`config.mk`:
```
export PLATFORM = sky130hd
export DESIGN_NAME = seq_addsub_unit
export DESIGN_NICKNAME = d
export VERILOG_FILES = /design/src/rtl/addsub_pkg.sv /design/src/rtl/addsub_digit.sv /design/src/rtl/seq_addsub_unit.sv
export SDC_FILE = /design/constraint.sdc
export NUM_CORES = 1
export LEC_CHECK = 0
export ABC_AREA = 1
export CORE_MARGIN = 4
export CORE_UTILIZATION = 53
export DETAILED_ROUTE_END_ITERATION = 8
export GPL_ROUTABILITY_DRIVEN = 1
export PLACE_DENSITY = 0.9
export SLEW_MARGIN = 25
export SYNTH_ARGS = -nofsm -noshare
export SYNTH_HDL_FRONTEND = slang
export SYNTH_HIERARCHICAL = 1
export SYNTH_SLANG_ARGS = --single-unit
export TNS_END_PERCENT = 100
```
`constraint.sdc`:
```
create_clock -name clk -period 4.3 [get_ports clk]
set_input_delay 0.645 -clock clk [delete_from_list [all_inputs] [get_ports clk]]
set_output_delay 0.645 -clock clk [all_outputs]
set_load 0.01 [all_outputs]
```
`src/rtl/addsub_pkg.sv`:
```
// Shared types and helpers for the digit-serial add/subtract unit.
package addsub_pkg;

    typedef enum logic {
        OP_ADD = 1'b0,
        OP_SUB = 1'b1
    } op_e;

    typedef enum logic [1:0] {
        S_IDLE = 2'd0,
        S_RUN  = 2'd1,
        S_DONE = 2'd2
    } state_e;

    // Digit-index counter width; never narrower than one bit.
    function automatic int unsigned cnt_width(input int unsigned ndig);
        return (ndig <= 1) ? 1 : $clog2(ndig);
    endfunction

endpackage

```
`src/rtl/addsub_digit.sv`:
```
// Combinational DIGIT-bit ripple-carry slice; also exposes the carry into its top bit.
module addsub_digit #(
    parameter int unsigned DIGIT = 2
) (
    input  logic [DIGIT-1:0] a,
    input  logic [DIGIT-1:0] b,
    input  logic             cin,
    output logic [DIGIT-1:0] s,
    output logic             cout,
    output logic             c_msb
);

    always_comb begin
        logic [DIGIT:0] c;
        c    = '0;
        c[0] = cin;
        s    = '0;
        for (int i = 0; i < DIGIT; i++) begin
            s[i]   = a[i] ^ b[i] ^ c[i];
            c[i+1] = (a[i] & b[i]) | (c[i] & (a[i] ^ b[i]));
        end
        cout  = c[DIGIT];
        c_msb = c[DIGIT-1];
    end

endmodule

```
`src/rtl/seq_addsub_unit.sv`:
```
// Digit-serial add/subtract unit with valid/ready on both sides.
// Optional saturation of out_sum on signed overflow: define ADDSUB_SAT_EN.
module seq_addsub_unit
    import addsub_pkg::*;
#(
    parameter int unsigned WIDTH = 8,
    parameter int unsigned DIGIT = 2
) (
    input  logic             clk,
    input  logic             rst,
    input  logic             in_valid,
    output logic             in_ready,
    input  logic [WIDTH-1:0] in_a,
    input  logic [WIDTH-1:0] in_b,
    input  logic             in_cin,
    input  logic             in_op,
    output logic             out_valid,
    input  logic             out_ready,
    output logic [WIDTH-1:0] out_sum,
    output logic             out_cout,
    output logic             out_ovf
);

    localparam int unsigned NDIG = WIDTH / DIGIT;
    localparam int unsigned CW   = cnt_width(NDIG);

    if ((WIDTH % DIGIT) != 0) begin : g_bad_cfg
        $error("seq_addsub_unit: WIDTH must be a multiple of DIGIT");
    end

    state_e            state_q, state_d;
    logic [WIDTH-1:0]  a_q, a_d, b_q, b_d, sum_q, sum_d, sum_next;
    logic [CW-1:0]     idx_q, idx_d;
    logic              carry_q, carry_d, cout_q, cout_d, ovf_q, ovf_d;
    logic [DIGIT-1:0]  dig_s;
    logic              dig_cout, dig_cmsb, last_dig, is_sub;

    assign is_sub   = (op_e'(in_op) == OP_SUB);
    assign last_dig = (idx_q == CW'(NDIG - 1));

    addsub_digit #(.DIGIT(DIGIT)) u_digit (
        .a     (a_q[DIGIT-1:0]),
        .b     (b_q[DIGIT-1:0]),
        .cin   (carry_q),
        .s     (dig_s),
        .cout  (dig_cout),
        .c_msb (dig_cmsb)
    );

    // Sum digits enter at the top so the LSB digit lands at bit 0 after NDIG shifts.
    if (DIGIT == WIDTH) begin : g_one_digit
        assign sum_next = dig_s;
    end else begin : g_multi_digit
        assign sum_next = {dig_s, sum_q[WIDTH-1:DIGIT]};
    end

`ifdef ADDSUB_SAT_EN
    localparam logic [WIDTH-1:0] SMIN = WIDTH'(1) << (WIDTH - 1);
    localparam logic [WIDTH-1:0] SMAX = ~SMIN;
`endif

    always_ff @(posedge clk) begin
        if (rst) begin
            state_q <= S_IDLE;
            a_q     <= '0;
            b_q     <= '0;
            sum_q   <= '0;
            idx_q   <= '0;
            carry_q <= 1'b0;
            cout_q  <= 1'b0;
            ovf_q   <= 1'b0;
        end else begin
            state_q <= state_d;
            a_q     <= a_d;
            b_q     <= b_d;
            sum_q   <= sum_d;
            idx_q   <= idx_d;
            carry_q <= carry_d;
            cout_q  <= cout_d;
            ovf_q   <= ovf_d;
        end
    end

    always_comb begin
        state_d = state_q;
        unique case (state_q)
            S_IDLE:  if (in_valid)  state_d = S_RUN;
            S_RUN:   if (last_dig)  state_d = S_DONE;
            S_DONE:  if (out_ready) state_d = S_IDLE;
            default: state_d = S_IDLE;
        endcase
    end

    always_comb begin
        a_d     = a_q;
        b_d     = b_q;
        sum_d   = sum_q;
        idx_d   = idx_q;
        carry_d = carry_q;
        cout_d  = cout_q;
        ovf_d   = ovf_q;
        unique case (state_q)
            S_IDLE: begin
                if (in_valid) begin
                    // SUB is A + ~B + ~bin.
                    a_d     = in_a;
                    b_d     = is_sub ? ~in_b : in_b;
                    carry_d = is_sub ? ~in_cin : in_cin;
                    idx_d   = '0;
                end
            end
            S_RUN: begin
                a_d     = a_q >> DIGIT;
                b_d     = b_q >> DIGIT;
                carry_d = dig_cout;
                sum_d   = sum_next;
                idx_d   = idx_q + CW'(1);
                if (last_dig) begin
                    cout_d = dig_cout;
                    ovf_d  = dig_cout ^ dig_cmsb;
`ifdef ADDSUB_SAT_EN
                    // Wrapped MSB set means the true result overflowed positive.
                    if (dig_cout ^ dig_cmsb) sum_d = dig_s[DIGIT-1] ? SMAX : SMIN;
`endif
                end
            end
            default: ;
        endcase
    end

    always_comb begin
        in_ready  = (state_q == S_IDLE);
        out_valid = (state_q == S_DONE);
    end

    assign out_sum  = sum_q;
    assign out_cout = cout_q;
    assign out_ovf  = ovf_q;

endmodule

```
==> results of run 1 <==
-- state kept, by name, summed over array words and instances (netlist names) --
signal / cells
carry_q: 1
out_ovf: 1
out_cout: 1
b_q: 8
state_q: 2
a_q: 8
out_sum: 8
idx_q: 2
-- final cells by class --
type                       instances  area, um^2  area share (%)
timing repair buffer              33         330            17.4
sequential                        31         621            32.8
clock inverter                     2        35.0            1.85
clock buffer                       6        51.3            2.71
tap                               31        38.8            2.05
inverter                          25        93.8            4.96
multi-input combinational        161         723            38.2
-- power by group through the flow --
stage / sequential (mW) / combinational (mW) / clock, mW
global route: 0.321 / 0.132 / 0.257
detailed placement: 0.325 / 0.115 / 0
floorplan: 0.326 / 0.0705 / 0
global placement: 0.325 / 0.113 / 0
finish: 0.319 / 0.114 / 0.239
CTS: 0.319 / 0.115 / 0.243
-- placed cells by master, fill, tap and decap left out, types with 2 or more instances in the layout --
cell	instances
a21oi_1	9
clkbuf_4	5
clkdlybuf4s50_1	33
dfxtp_1	31
fa_1	2
inv_1	24
nand2_1	62
nand2_2	2
nand3_1	23
nor2_1	47
nor2_2	2
o21ai_0	10
xor2_1	3
-- final timing paths --
check             start        to  slack, ns  cells past startpoint
min reg2reg    out_cout  out_cout       0.47                      2
min            out_cout  out_cout       0.47                      2
max          state_q[0]  in_ready       2.07                      2
max reg2reg      a_q[0]   out_ovf       2.58                      5
-- kinds of logic after synthesis --
kind of cell / count (synthesis) / synth area share, %
AOI/OAI and AO/OA: 19 / 6.33
xor gates and xnor gates: 3 / 1.75
adders and majority gates: 3 / 3.50
buffers and inverters: 35 / 10.6
DFF: 31 / 41.3
and+or+nand+nor: 136 / 36.6
-- metal layers --
layer | global-route usage [%] | part of all wire, % | up-vias
li1 | - | - | 752
met1 | 22.2 | 44 | 615
met2 | 31.7 | 47 | 45
met3 | 6.50 | 6.8 | 9
met4 | 9.60 | 2.1 | 0
met5 | 0 | 0 | -
-- worst register-to-register path: stages, from the launching register on --
cell,delay (ns)
dfxtp_1,0.34
fa_1,0.48
fa_1,0.45
xor2_1,0.18
nor2_1,0.10
nor2_1,0.05
==> results.md, run 1 <==
- Post-CTS Resized: 0
- Die height: 61.2 um
- Core area: 2730 um^2
- Area of the die: 3750 um^2
- Slew @ Worst Pin: 0.665 ns
- Starting Density: 55.0%
- Switching share of power: 26.0%
- Net Sw Power: 0.175 mW
- ANT cells: 0
- Core Rows: 19
- Min-Delay Path Class: flip-flop to flip-flop
- Status: completed
- Via density per instance: 4.92
- Flops & latches, synth: 31
- Placed Cells: 281
- CTS Hold Bufs: 0
- Longest Clk Path Bufs: 2
- RSZ-0062 raised after global routing: false
- Number of global-route vias before repair: 1,286
- CTS tree: built
- Largest stage delay, worst path: 0.60 ns
- DRC: 0
- Layout area overhead: 26.0%
- Nets: 282
- Yosys warns: 6
- Number of buffers created by CTS: 5
- Gate Count Post-Synth: 227
- Max-slew violations: 0
- Avg WL per Cell: 10.6 um
- Power Density: 355 nW/um^2
- WP buf/inv: 1
- Max_slew headroom: 55.6%
- Share of post-route cells with drive strength above 1: 5.04%
- Post-synth EDFFs: 0
- Share of flip-flops with an asynchronous set or reset: 0%
- Most instantiated library cell after synthesis: nand2_1
- Dominant synthesized flop cell: dfxtp_1
- 1st-iter DRT viols: 87
- Clk pwr share: 35.6%
- Setup TNS: 0 ns
- # H-tree levels: 2
- Fillers: 226
- CP max FO: 8
- Final hold vios: 0
- Total grt overflow: 0
- Final core occ: 69.2%
- Die X: 61.2 um
- Placer's final routability congestion estimate: 0.791
- Port bufs: 33
- Routed Wire Length: 3.06 mm
- Post-synth cell types: 17
- TritonRoute pass-1 iters: 4
- Largest net degree at the start of global routing: 25
- Worst EP arrival: 1.58 ns
- Top post-synthesis cells by count: nand2_1 (62), nor2_1 (47), dfxtp_1 (31), inv_1 (24), nand3_1 (23)
- CTS Root Cell: clkbuf_4
- Post-CTS setup buffer count: 0
- Antenna Nets Post-Route: 0
- Seq pwr share: 47.4%
- Sequential share of the synthesized area: 41.3%
- CP cell instances: nor2_2 -> clkdlybuf4s50_1
- Num ports: 34
- Cell leakage power: 0.904 nW
- Clock sink total: 31
- Internal Pwr Total: 0.498 mW
- Cell area after synthesis: 1500 um^2
- Clock Skew: 0.0129 ns
- CP Class: flip-flop to primary output
- Final setup margin: 2.07 ns
- Critical-path top delay cell: clkdlybuf4s50_1
- Post-Place Cell Area: 1810 um^2
- Final setup violation count: 0
- Worst skew pair latency: 0.34 ns
- Cell area after layout: 1890 um^2
- Syn_area_per_cell: 6.62 um^2
- Fmax: 449 MHz
- First-pass GRT wire length: 5.23 mm
- Area contributors post-synth: dfxtp_1 (41%), nand2_1 (15%), nor2_1 (12%)
- Synth top area share: 41.3%
- Comb pwr share: 17.0%
- Peak VDD IR: 373 uV
- Worst setup EP type: primary output
- Hpwl dp: 2.17 mm
- Reg clk slew, reported paths: 0.09 ns
- Syn_nets: 252
- Via count: 1,421
- Worst Setup Start Kind: flip-flop
- Post-layout min period: 2.23 ns
- Period Utilization, post-route: 51.8%
- Total track usage: 19.2%
- Tot Pwr: 0.672 mW
- Max cap viols: 0
- Initial antenna violation count: 0
- Yosys top cell by area: dfxtp_1
- Fin Hold WS: 0.472 ns
- DP Worst Slack: 2.02 ns
- Delay-heaviest family, CP: buffers and inverters
- Finished Layout Cells: 289
- WP data required: 3.65 ns
No activity file was read; power rests on OpenSTA's default activity.
==> run 2, diff against run 1 <==
- CORE_UTILIZATION: 53 -> 44
- PLACE_DENSITY: 0.9 -> 0.8
- clock period: 4.3 -> 1.9 ns (I/O delays scaled with it)
==> run 2 against run 1 <==
Sequential share of layout area down 0.74 points. Combinational power grew 140%. Worst setup slack worse by 1.9 ns. Register-to-register slack got worse by 2.4 ns. First-iteration DRC count shrank 23%. Cell area is 2.3% higher. Clock power rose by 85%. Die area rose by 18%. Sequential cell count unchanged. Critical path type unchanged. Critical endpoint is now out_valid.
==> results.md, run 2 (synthesis results as in run 1) <==
- Peak VDD IR: 386 uV (+3.5%)
- Routed Wire Length: 3.30 mm (+7.8%)
- Status: completed
- Total grt overflow: 0 (unchanged)
- CP Class: flip-flop to primary output
- Largest net degree at the start of global routing: 25 (unchanged)
- Worst Setup Start Kind: flip-flop
- Slew @ Worst Pin: 0.399 ns (-0.266 ns)
- WHS Path Cells: 2 (unchanged)
- Final hold vios: 0 (unchanged)
- Min-Delay Path Class: flip-flop to flip-flop
- Clock sink total: 31 (unchanged)
- Avg WL per Cell: 10.7 um (+1.2%)
- Number of global-route vias before repair: 1,251 (-2.7%)
- Port bufs: 33 (unchanged)
- Num ports: 34 (unchanged)
- # H-tree levels: 2 (unchanged)
- Delay-heaviest family, CP: buffers and inverters
- Via count: 1,455 (+2.4%)
- Largest stage delay, worst path: 0.56 ns (-0.04 ns)
- CP max FO: 4 (-4)
- Total track usage: 16.6% (-2.6 points)
- ANT cells: 0 (unchanged)
- Commonest non-fill, non-tap cell in the layout: nand2_1
- Initial antenna violation count: 0 (unchanged)
- Critical-path top delay cell: clkdlybuf4s50_1
- Share of post-route cells with drive strength above 1: 6.82% (+1.8 points)
- Max cap viols: 0 (unchanged)
- Number of buffers created by CTS: 5 (unchanged)
- Final core occ: 61.4% (-7.8 points)
- Fmax: 564 MHz
- DRC: 0 (unchanged)
- Cell leakage power: 0.922 nW (+2.1%)
- Setup TNS: 0 ns (unchanged)
- TritonRoute pass-1 iters: 4 (unchanged)
- CP cell instances: inv_1 -> nor2_1 -> clkdlybuf4s50_1
- Via density per instance: 4.72 (-3.9%)
- Worst skew pair latency: 0.34 ns (about the same)
- Critical R2R Launch: a_q[0]
- Reg clk slew, reported paths: 0.09 ns (about the same)
- Longest Clk Path Bufs: 2 (unchanged)
- Die X: 66.4 um (+8.5%)
- Power Density: 743 nW/um^2 (+110%)
- Core Rows: 20 (+1)
- Clock Skew: 0.00438 ns (-0.00853 ns)
- Period Utilization, post-route: 93.2%
- Area of the multi-input gates: 723 um^2 (unchanged)
- First-pass GRT wire length: 5.50 mm (+5.1%)
- RSZ-0062 raised after global routing: false
- CTS Root Cell: clkbuf_4
- Post-layout min period: 1.77 ns
- Core area: 3150 um^2 (+15%)
- Most frequent cells in the layout: nand2_1 (62), nor2_1 (47), clkdlybuf4s50_1 (33), dfxtp_1 (31), inv_1 (24)
- Worst R2R Path Depth: 5 (unchanged)
- Max_slew headroom: 73.4% (+18 points)
- Post-CTS setup buffer count: 0 (unchanged)
- WP buf/inv: 2 (+1)
- Sequential cell area: 621 um^2 (unchanged)
- CTS Hold Bufs: 0 (unchanged)
- Starting Density: 47.7% (-7.3 points)
- Placer's final routability congestion estimate: 0.795 (+0.49%)
- WP data required: 1.62 ns (-2.03 ns)
- R2r endpoint: out_ovf
- Fillers: 312 (+38%)
- Die height: 66.4 um (+8.5%)
- Area of the die: 4410 um^2 (+18%)
- Worst Min Path Start: out_cout
- Final setup violation count: 0 (unchanged)
- Layout area overhead: 28.9%
- Worst EP arrival: 1.49 ns (-0.09 ns)
- Post-CTS Resized: 0 (unchanged)
- Worst R2R Setup Slack: 0.21 ns (-2.37 ns)
- Nets: 288 (+2.1%)
- Max-slew violations: 0 (unchanged)
- Hpwl dp: 2.30 mm (+6.0%)
- 1st-iter DRT viols: 67 (-23%)
- Hold endpoint: out_cout
- Worst setup EP type: primary output
- Antenna Nets Post-Route: 0 (unchanged)
- CTS tree: built
## run 2: layer usage
layer  track usage, %  part of all wire [%]  up-vias
li1                 -                     -      771
met1             20.4                    46      643
met2             26.4                    47       35
met3             4.42                   4.9        6
met4             8.38                   2.1        0
met5                0                     0        -
## run 2: area by class of cell
type / count / area share [%]
Clock buffer: 8 / 3.55
Inverter: 25 / 4.84
Multi-Input combinational cell: 161 / 37.3
Sequential cell: 31 / 32.0
Tap cell: 44 / 2.84
Timing Repair Buffer: 39 / 19.4
## run 2: power by group
| group | internal (mW) | switching, mW |
|---|---|---|
| Sequential | 0.694 | 0.0275 |
| Combinational | 0.132 | 0.142 |
| Clock | 0.217 | 0.226 |
| Total | 1.04 | 0.395 |
## run 2: worst max path at each step
stage	start	end	slack, ns	depth (start not counted)
after floorplan	a_q[0]	out_ovf	0.29	5
after global placement	a_q[0]	out_ovf	0.26	5
after detailed placement	a_q[0]	out_ovf	0.22	5
after CTS	state_q[1]	out_valid	0.10	3
after global routing	state_q[1]	out_valid	0.03	3
final	state_q[1]	out_valid	0.13	3
## run 2: per-stage QoR
| step | cell area [um^2] | hold slack (ns) | cells | power [mW] | worst slack [ns] |
|---|---|---|---|---|---|
| after floorplan | 1500 | 0.428 | 227 | 0.898 | 0.293 |
| after global placement | 1870 | 0.453 | 300 | 1.00 | 0.263 |
| after detailed placement | 1870 | 0.462 | 300 | 1.01 | 0.223 |
| after CTS | 1940 | 0.478 | 308 | 1.45 | 0.102 |
| after global routing | 1940 | 0.489 | 308 | 1.52 | 0.0293 |
| final | 1940 | 0.476 | 308 | 1.44 | 0.128 |
## run 2: worst min-delay path, cell delays in order, from the launching register on
cell	delay, ns
dfxtp_1	0.32
nand2_1	0.06
a21oi_1	0.05
